[config.mk]
export PLATFORM = sky130hd
export DESIGN_NAME = idecode_regfile
export DESIGN_NICKNAME = d
export VERILOG_FILES = /design/src/rtl/idecode_regfile_pkg.sv /design/src/rtl/regfile_32x32.sv /design/src/rtl/idecode_regfile.sv
export SDC_FILE = /design/constraint.sdc
export NUM_CORES = 2
export LEC_CHECK = 0
export ABC_AREA = 1
export CAP_MARGIN = 10
export CELL_PAD_IN_SITES_DETAIL_PLACEMENT = 1
export CELL_PAD_IN_SITES_GLOBAL_PLACEMENT = 1
export CORE_UTILIZATION = 44
export CTS_CLUSTER_SIZE = 12
export DETAILED_ROUTE_END_ITERATION = 7
export HOLD_SLACK_MARGIN = 0.12
export MAX_ROUTING_LAYER = met4
export PLACE_DENSITY = 0.78
export SYNTH_ARGS = -nofsm -noshare
export SYNTH_HDL_FRONTEND = slang
export SYNTH_SLANG_ARGS = --single-unit
export TNS_END_PERCENT = 1
[constraint.sdc]
create_clock -name clock -period 2.6 [get_ports clock]
set_input_delay 0.52 -clock clock [delete_from_list [all_inputs] [get_ports clock]]
set_output_delay 0.52 -clock clock [all_outputs]
set_load 0.05 [all_outputs]
[src/rtl/idecode_regfile_pkg.sv]
// -----------------------------------------------------------------------------
// idecode_regfile_pkg
// Shared constants for the instruction-decode / register-file slice:
//   - I-type opcodes whose immediate is zero-extended (ANDI, ORI, XORI, SLTIU)
//   - architectural register numbers ($0 and the jal link register $31)
//   - instruction field bit positions (opcode, rs, rt, rd, immediate)
//   - helper that classifies an opcode as zero-extending
// -----------------------------------------------------------------------------
package idecode_regfile_pkg;

    localparam logic [5:0] ANDI  = 6'h0C;
    localparam logic [5:0] ORI   = 6'h0D;
    localparam logic [5:0] XORI  = 6'h0E;
    localparam logic [5:0] SLTIU = 6'h0B;

    localparam logic [4:0] REG_ZERO = 5'd0;
    localparam logic [4:0] REG_RA   = 5'd31;

    localparam int OP_HI  = 31;
    localparam int OP_LO  = 26;
    localparam int RS_HI  = 25;
    localparam int RS_LO  = 21;
    localparam int RT_HI  = 20;
    localparam int RT_LO  = 16;
    localparam int RD_HI  = 15;
    localparam int RD_LO  = 11;
    localparam int IMM_HI = 15;
    localparam int IMM_LO = 0;

    // Logical immediates and sltiu treat the 16-bit field as unsigned.
    function automatic logic is_zero_ext_op(input logic [5:0] op);
        return (op == ANDI) || (op == ORI) || (op == XORI) || (op == SLTIU);
    endfunction

endpackage

[src/rtl/regfile_32x32.sv]
// -----------------------------------------------------------------------------
// regfile_32x32
// 32 x 32-bit register storage: two asynchronous read ports, one write port
// committed on the rising clock edge, and a synchronous clear of every entry.
// $0 always reads zero and is never written.
// Ports:
//   clock          in   rising-edge clock
//   clear          in   synchronous clear of all registers (wins over write)
//   we             in   write enable
//   waddr, wdata   in   write address / data
//   raddr1/raddr2  in   read addresses
//   rdata1/rdata2  out  combinational read data (no write bypass)
// -----------------------------------------------------------------------------
module regfile_32x32
    import idecode_regfile_pkg::*;
(
    input  logic        clock,
    input  logic        clear,
    input  logic        we,
    input  logic [4:0]  waddr,
    input  logic [31:0] wdata,
    input  logic [4:0]  raddr1,
    input  logic [4:0]  raddr2,
    output logic [31:0] rdata1,
    output logic [31:0] rdata2
);

    logic [31:0] regs_q [32];
    logic [31:0] regs_d [32];

    always_comb begin
        regs_d = regs_q;
        if (clear) begin
            for (int i = 0; i < 32; i++) begin
                regs_d[i] = 32'h0000_0000;
            end
        end else if (we && (waddr != REG_ZERO)) begin
            regs_d[waddr] = wdata;
        end
    end

    always_ff @(posedge clock) begin
        regs_q <= regs_d;
    end

    // Reads see the stored array only: a write becomes visible after its edge.
    always_comb begin
        rdata1 = (raddr1 == REG_ZERO) ? 32'h0000_0000 : regs_q[raddr1];
        rdata2 = (raddr2 == REG_ZERO) ? 32'h0000_0000 : regs_q[raddr2];
    end

endmodule

[src/rtl/idecode_regfile.sv]
// -----------------------------------------------------------------------------
// idecode_regfile
// Instruction-decode stage: register-file reads for rs/rt, write-back
// destination and data selection, and immediate extension.
// Ports:
//   clock        in   rising edge commits register writes
//   reset        in   synchronous active-high; clears registers, drops write
//   instruction  in   current instruction
//   link_addr    in   PC+4, written to $31 on jal
//   alu_result   in   ALU write-back data
//   mem_data     in   memory/IO write-back data
//   jal          in   jal: dest $31, data link_addr (priority over others)
//   reg_write    in   instruction writes a register
//   mem_to_reg   in   write-back source is mem_data
//   reg_dst      in   1 = rd, 0 = rt destination
//   read_data_1  out  value of rs (also jr target)
//   read_data_2  out  value of rt
//   imme_extend  out  zero- or sign-extended 16-bit immediate
// -----------------------------------------------------------------------------
module idecode_regfile
    import idecode_regfile_pkg::*;
(
    input  logic        clock,
    input  logic        reset,
    input  logic [31:0] instruction,
    input  logic [31:0] link_addr,
    input  logic [31:0] alu_result,
    input  logic [31:0] mem_data,
    input  logic        jal,
    input  logic        reg_write,
    input  logic        mem_to_reg,
    input  logic        reg_dst,
    output logic [31:0] read_data_1,
    output logic [31:0] read_data_2,
    output logic [31:0] imme_extend
);

    logic [5:0]  opcode;
    logic [4:0]  rs_addr;
    logic [4:0]  rt_addr;
    logic [4:0]  rd_addr;
    logic [15:0] imm;
    logic [4:0]  dest_addr;
    logic [31:0] wr_data;
    logic        wr_en;

    assign opcode  = instruction[OP_HI:OP_LO];
    assign rs_addr = instruction[RS_HI:RS_LO];
    assign rt_addr = instruction[RT_HI:RT_LO];
    assign rd_addr = instruction[RD_HI:RD_LO];
    assign imm     = instruction[IMM_HI:IMM_LO];

    // jal overrides both reg_dst and mem_to_reg.
    always_comb begin
        dest_addr = rt_addr;
        wr_data   = alu_result;
        if (jal) begin
            dest_addr = REG_RA;
            wr_data   = link_addr;
        end else begin
            if (reg_dst) begin
                dest_addr = rd_addr;
            end
            if (mem_to_reg) begin
                wr_data = mem_data;
            end
        end
    end

    assign wr_en = (reg_write | jal) & ~reset;

    always_comb begin
        if (is_zero_ext_op(opcode)) begin
            imme_extend = {16'h0000, imm};
        end else begin
            imme_extend = {{16{imm[15]}}, imm};
        end
    end

    regfile_32x32 u_regfile (
        .clock  (clock),
        .clear  (reset),
        .we     (wr_en),
        .waddr  (dest_addr),
        .wdata  (wr_data),
        .raddr1 (rs_addr),
        .raddr2 (rt_addr),
        .rdata1 (read_data_1),
        .rdata2 (read_data_2)
    );

endmodule
; Yosys cells after proc, flatten, opt, wreduce, memory -nomap -nowiden
; Index checks and enable logic that the tools add are counted.
[totals]
reg_bits = 1024
latch_bits = 0
ramBits = 0
rom_bits = 0
out_inout_bits = 96
elab_cells = 70
memories = 0
[classes]
n_addsub = 0
multipliers = 0
div_mod_pow = 0
magnitude_cmp = 4
eq_ne = 4
shifts = 0
muxes = 16
n_bitwise = 6
n_reduce_logical = 8
[op_table]
columns = op, n
row1 = bitwise mux 1024 bit, 1
row2 = binary-select mux 32 bit (select 5 bit), 2
row3 = 2-to-1 mux 32 bit, 10
row4 = demux 32 bit (select 5 bit), 1
row5 = == test 6 x 4 -> 1 bit (second input constant), 4
row6 = greater-or-equal comparator 6 bit (second input constant), 3
row7 = NOT 5 -> 6 bit, 3
row8 = logical NOT 5 bit, 2
row9 = 2-to-1 mux 5 bit, 2
row10 = < comparator 6 x 1 -> 1 bit (second input constant), 1
row11 = nonzero test 5 bit, 1
row12 = logical OR 1 bit, 3
row13 = logical AND 1 bit, 2
row14 = bitwise AND 1 bit, 1
row15 = NOT 1 bit, 1
row16 = bitwise OR 1 bit, 1

; Logic depth before layout (Yosys ltp)
[depth]
depth_word = 8
mapped_depth = 15

; By module
; From an unflattened synthesis, not the netlist that was laid out.
[unflattened]
hier_cells = 8872
area_unflattened_um2 = 54762.5
[by_module_without_submodules]
columns = mod, n_inst, cells_each, area_per_inst_um2, seq_area_each_um2
row1 = regfile_32x32, 1, 8669, 53702.8, 20499.7
row2 = idecode_regfile, 1, 203, 1059.8, 0.0

; Worst setup path before layout
; No wires, ideal clock.
[synth_path]
path_type = input to output
start = input port instruction[16]
end = output port read_data_2[26]
arrival_time_ns = 2.494
required_ns = 2.080
setup_slack_ns = -0.414
stages = 12
path_cell_list = buf_2 -> buf_2 -> inv_1 -> buf_2 -> buf_2 -> buf_2 -> nand2_1 -> nand3_1 -> nand3_1 -> nand3_1 -> nand3_1 -> a21oi_1
[synth_via]
elab_chain_cells = 5
elab_cells_between_ends = 6
classes_between = 4 x mux / 1 x bitwise / 1 x reduce/logical
[synth_rtl]
columns = item, line
row1 = start: declaration, idecode_regfile.sv:25  ; input logic [31:0] instruction,
row2 = NOT 5 -> 6 bit (not written as such), regfile_32x32.sv:49  ; rdata2 = (raddr2 == REG_ZERO) ? 32'h0000_0000 : regs_q[raddr2];
row3 = binary-select mux 32 bit (select 5 bit), regfile_32x32.sv:49
row4 = 2-to-1 mux 32 bit (not written as such) (2 in a row), regfile_32x32.sv:49
row5 = 2-to-1 mux 32 bit *, regfile_32x32.sv:49
row6 = end: declaration, idecode_regfile.sv:34  ; output logic [31:0] read_data_2,
; Every way passes the cells marked *; elsewhere a longest branch is shown, timed or not. The select of a mux whose other input is x is not followed.

; Final worst setup path
[layout_path]
start = input port instruction[16]
end = output port read_data_2[0]
; The elaborated chain is that of the path after synthesis.

==> impl_metrics.csv <==
group,metric,value,unit
yosys,async_reset_ff_frac,0,
yosys,synth_xor_xnor_area_share,0,
finish,final_area,75400,um^2
placement,hpwl,197,mm
placement,placed_area,68600,um^2
placement,placed_cells,11300,
job,maxCapViolCount,0,
yosys,synthSimpleGateAreaFrac,0.377,
sta,post-route-min-period,3.01,ns
status,violations,"setup timing",
routing,ant_nets,0,
power_and_ir_drop,power,42.0,mW
yosys,synth_mux_area_frac,0,
floorplanning,die_h,364,um
yosys,synth-warning-count,0,
finish,fin_nets,9863,
yosys,synth_flop_cell,"dfxtp_1",
finish,drive_above_1_share,0.171,
yosys,yosysMostFrequentCell,"nand2_1",
finish,register_area,20700,um^2
global_routing,grt_max_degree,202,
floorplanning,die_x,364,um
yosys,post-synth-top-area-fraction,0.355,
worst_setup_path,worst_ep_arrival_time,2.49,ns
finish,top_regs,"u_regfile.regs_q x1024",
placement,place_congestion,0.959,
yosys,syn_avg_cell_area,6.10,um^2
routing,top_layer_used,"met4",
routing,met2_length,137,mm
yosys,ys_seq_area_frac,0.355,
worst_setup_path,cp-end-kind,"primary output",
yosys,synth_top_cell_by_area,"dfxtp_1",
routing,firstDrtPassIters,8,
finish,largest_register_ffs,1024,
finish,largest_register,"u_regfile.regs_q",
yosys,syn_area,57800,um^2
worst_setup_path,rr_worst_depth,2,
sta,worst_slew_pin_slew,1.24,ns
finish,fillers,16900,
floorplanning,boundaryPins,230,
finish,multiInputGateArea,33200,um^2
yosys,synth_adder_area_share,0,
floorplanning,placementRows,132,
min_path,min_path_type,"input port to flop",
floorplanning,die-area,133000,um^2
worst_setup_path,setup.worst_path.start_class,"input port",
global_routing,gr-total-overflow,0,
sta,setup_viol,64,
min_path,hold_depth,3,
power_and_ir_drop,ir_worst_vdd,0.614,mV
status,status,"finished with violations",
sta,rsz0062_at_grt,"yes",
routing,met1_length,115,mm
yosys,synth_area_leaders,"dfxtp_1 35%, nand2_1 19%, nand3_1 12%, a21oi_1 9.8%, o21ai_0 5.1%",
sta,max_clock_freq,0.332,GHz
yosys,yosys-top-cells-count,"2940 x nand2_1, 1418 x nand3_1, 1136 x a21oi_1, 1024 x dfxtp_1, 595 x nor2_1",
sta,hold_viol_final,0,
yosys,syn_nets,9596,
finish,fin_cells,11600,
power_and_ir_drop,p_leak,29.9,nW
sta,layout_worst_path_cycle_share,1.16,
yosys,syn_inst,9462,
global_routing,antenna_found_initial,4,
routing,wl_per_cell,27.2,um
yosys,synth-edff-count,0,
routing,dr_total_vias,73900,
finish,finish.utilization,0.581,
routing,finalWirelength,314,mm
yosys,synth_compound_area_frac,0.168,
clock_tree,clock_path_buffers,3,
clock_tree,numCtsBuffers,119,
sta,maxSlewViolCount,0,
floorplanning,core,130000,um^2
yosys,ys_seq_elements,1024,
yosys,synth_top_family_by_area,"simple AND/OR/NAND/NOR gates",
worst_setup_path,worstPathRequired,2.08,ns
clock_tree,root_buffer,"clkbuf_16",
routing,routed-wl-met3,30.9,mm
global_routing,grt_usage,0.461,
routing,drc,0,
floorplanning,start_util,0.445,
sta,skew,0,ns
sta,tns,-13.09,ns
sta,fin_ws,-0.408,ns
clock_tree,clk_pin_slew,0.06,ns
global_routing,grt_pass1_vias,74300,
worst_setup_path,crit_fanout,9,
clock_tree,cts_tree,"done",
finish,area_growth_syn_to_layout,30.5,%
routing,drt_iter0_markers,8941,
global_routing,grt_pass1_wl,456,mm
power_and_ir_drop,powerDensity,558,nW/um^2
worst_setup_path,criticalPathCategory,"input port to primary output",
yosys,yosysUniqueCellTypes,30,
clock_tree,insertion_delay,0.79,ns
sta,max-slew-margin-rel,0.172,
routing,drt-vias-per-instance,6.39,
placement,portBuffers,207,
clock_tree,clkSinkCount,1024,
clock_tree,htree_levels,3,
power by group:
| part | switching, mW | total [mW] | internal, mW | leakage, nW |
|---|---|---|---|---|
| Combinational | 5.54 | 8.64 | 3.10 | 19.6 |
| Sequential | 0.127 | 16.0 | 15.8 | 8.32 |
| Clock | 7.52 | 17.4 | 9.92 | 1.94 |
| Total | 13.2 | 42.0 | 28.9 | 29.9 |
critical path: stages:
cell and delay (ns):
buf_16 0.17, clkbuf_16 0.23, buf_4 0.23, nand2_1 0.11, nand3_1 0.12, nand3_1 0.31
nand3_1 0.21, nand3_2 0.11, a21oi_4 0.25, buf_12 0.17
logic make-up after synthesis:
kind of cell,count (synthesis)
AND/OR/NAND/NOR,5215
flip-flops,1024
AO/OA/AOI/OAI,1871
buffers and inverters,1352
final timing paths:
kind,slack (ns),start,to
worst max-delay path,-0.41,instruction[16],read_data_2[0]
worst min-delay path,0.27,reset,u_regfile.regs_q[352]
worst max register to register,1.47,u_regfile.regs_q[168],u_regfile.regs_q[168]
worst min register to register,0.44,u_regfile.regs_q[1021],u_regfile.regs_q[1021]
placed cells by master (no fill, tap or decap), types with 6 or more instances in the layout:
master	n
nand2_1	2832
bufinv_16	6
clkdlybuf4s50_1	110
a21oi_2	6
o21ai_0	516
o21ai_1	80
dfxtp_4	7
a211oi_1	7
o21a_1	31
o21ai_2	42
nand2_2	87
dfxtp_2	124
a21oi_1	1098
dfxtp_1	893
buf_4	508
inv_1	401
nor2_1	523
buf_12	329
nor2_2	41
nand2_4	26
nand3_2	85
clkinv_2	20
nand3_1	1333
bufbuf_16	7
buf_8	9
clkbuf_1	38
nand3_4	7
inv_2	40
o211ai_1	59
buf_6	28
nor2_4	46
clkbuf_8	32
clkbuf_16	132
nor3_1	227
buf_16	37
a21oi_4	32
layout make-up:
| class | count | area share |
|---|---|---|
| Tap cell | 1742 | 0.0289 |
| Inverter | 451 | 0.0240 |
| Antenna cell | 4 | 0.000133 |
| Timing Repair Buffer | 1046 | 0.180 |
| Clock inverter | 31 | 0.00490 |
| Clock buffer | 189 | 0.0472 |
| Sequential cell | 1024 | 0.274 |
| Timing Repair inverter | 1 | 0.000149 |
| Multi-Input combinational cell | 7086 | 0.441 |
timing repair:
action | in CTS | in global routing
pin swaps | 82 | 92
hold buffers | 0 | 0
cloned | 16 | 14
endpoints found under the hold margin | 0 | 0
gates resized for setup | 386 | 249
setup buffers | 15 | 10
endpoints found under the setup margin | 64 | 80
per-stage QoR:
step	hold slack, ns	setup WS (ns)
5_1_grt	0.283	-0.347
3_5_place_dp	0.433	-0.603
6_report	0.268	-0.408
3_3_place_gp	0.428	-0.576
2_1_floorplan	0.413	-0.0446
4_1_cts	0.245	-0.194
per-layer routing:
layer,track usage,up-vias
li1,-,31500
met1,0.534,36200
met2,0.688,4622
met3,0.0887,1636
met4,0.393,0
met5,-,-
(Power assumes the default switching activity.)
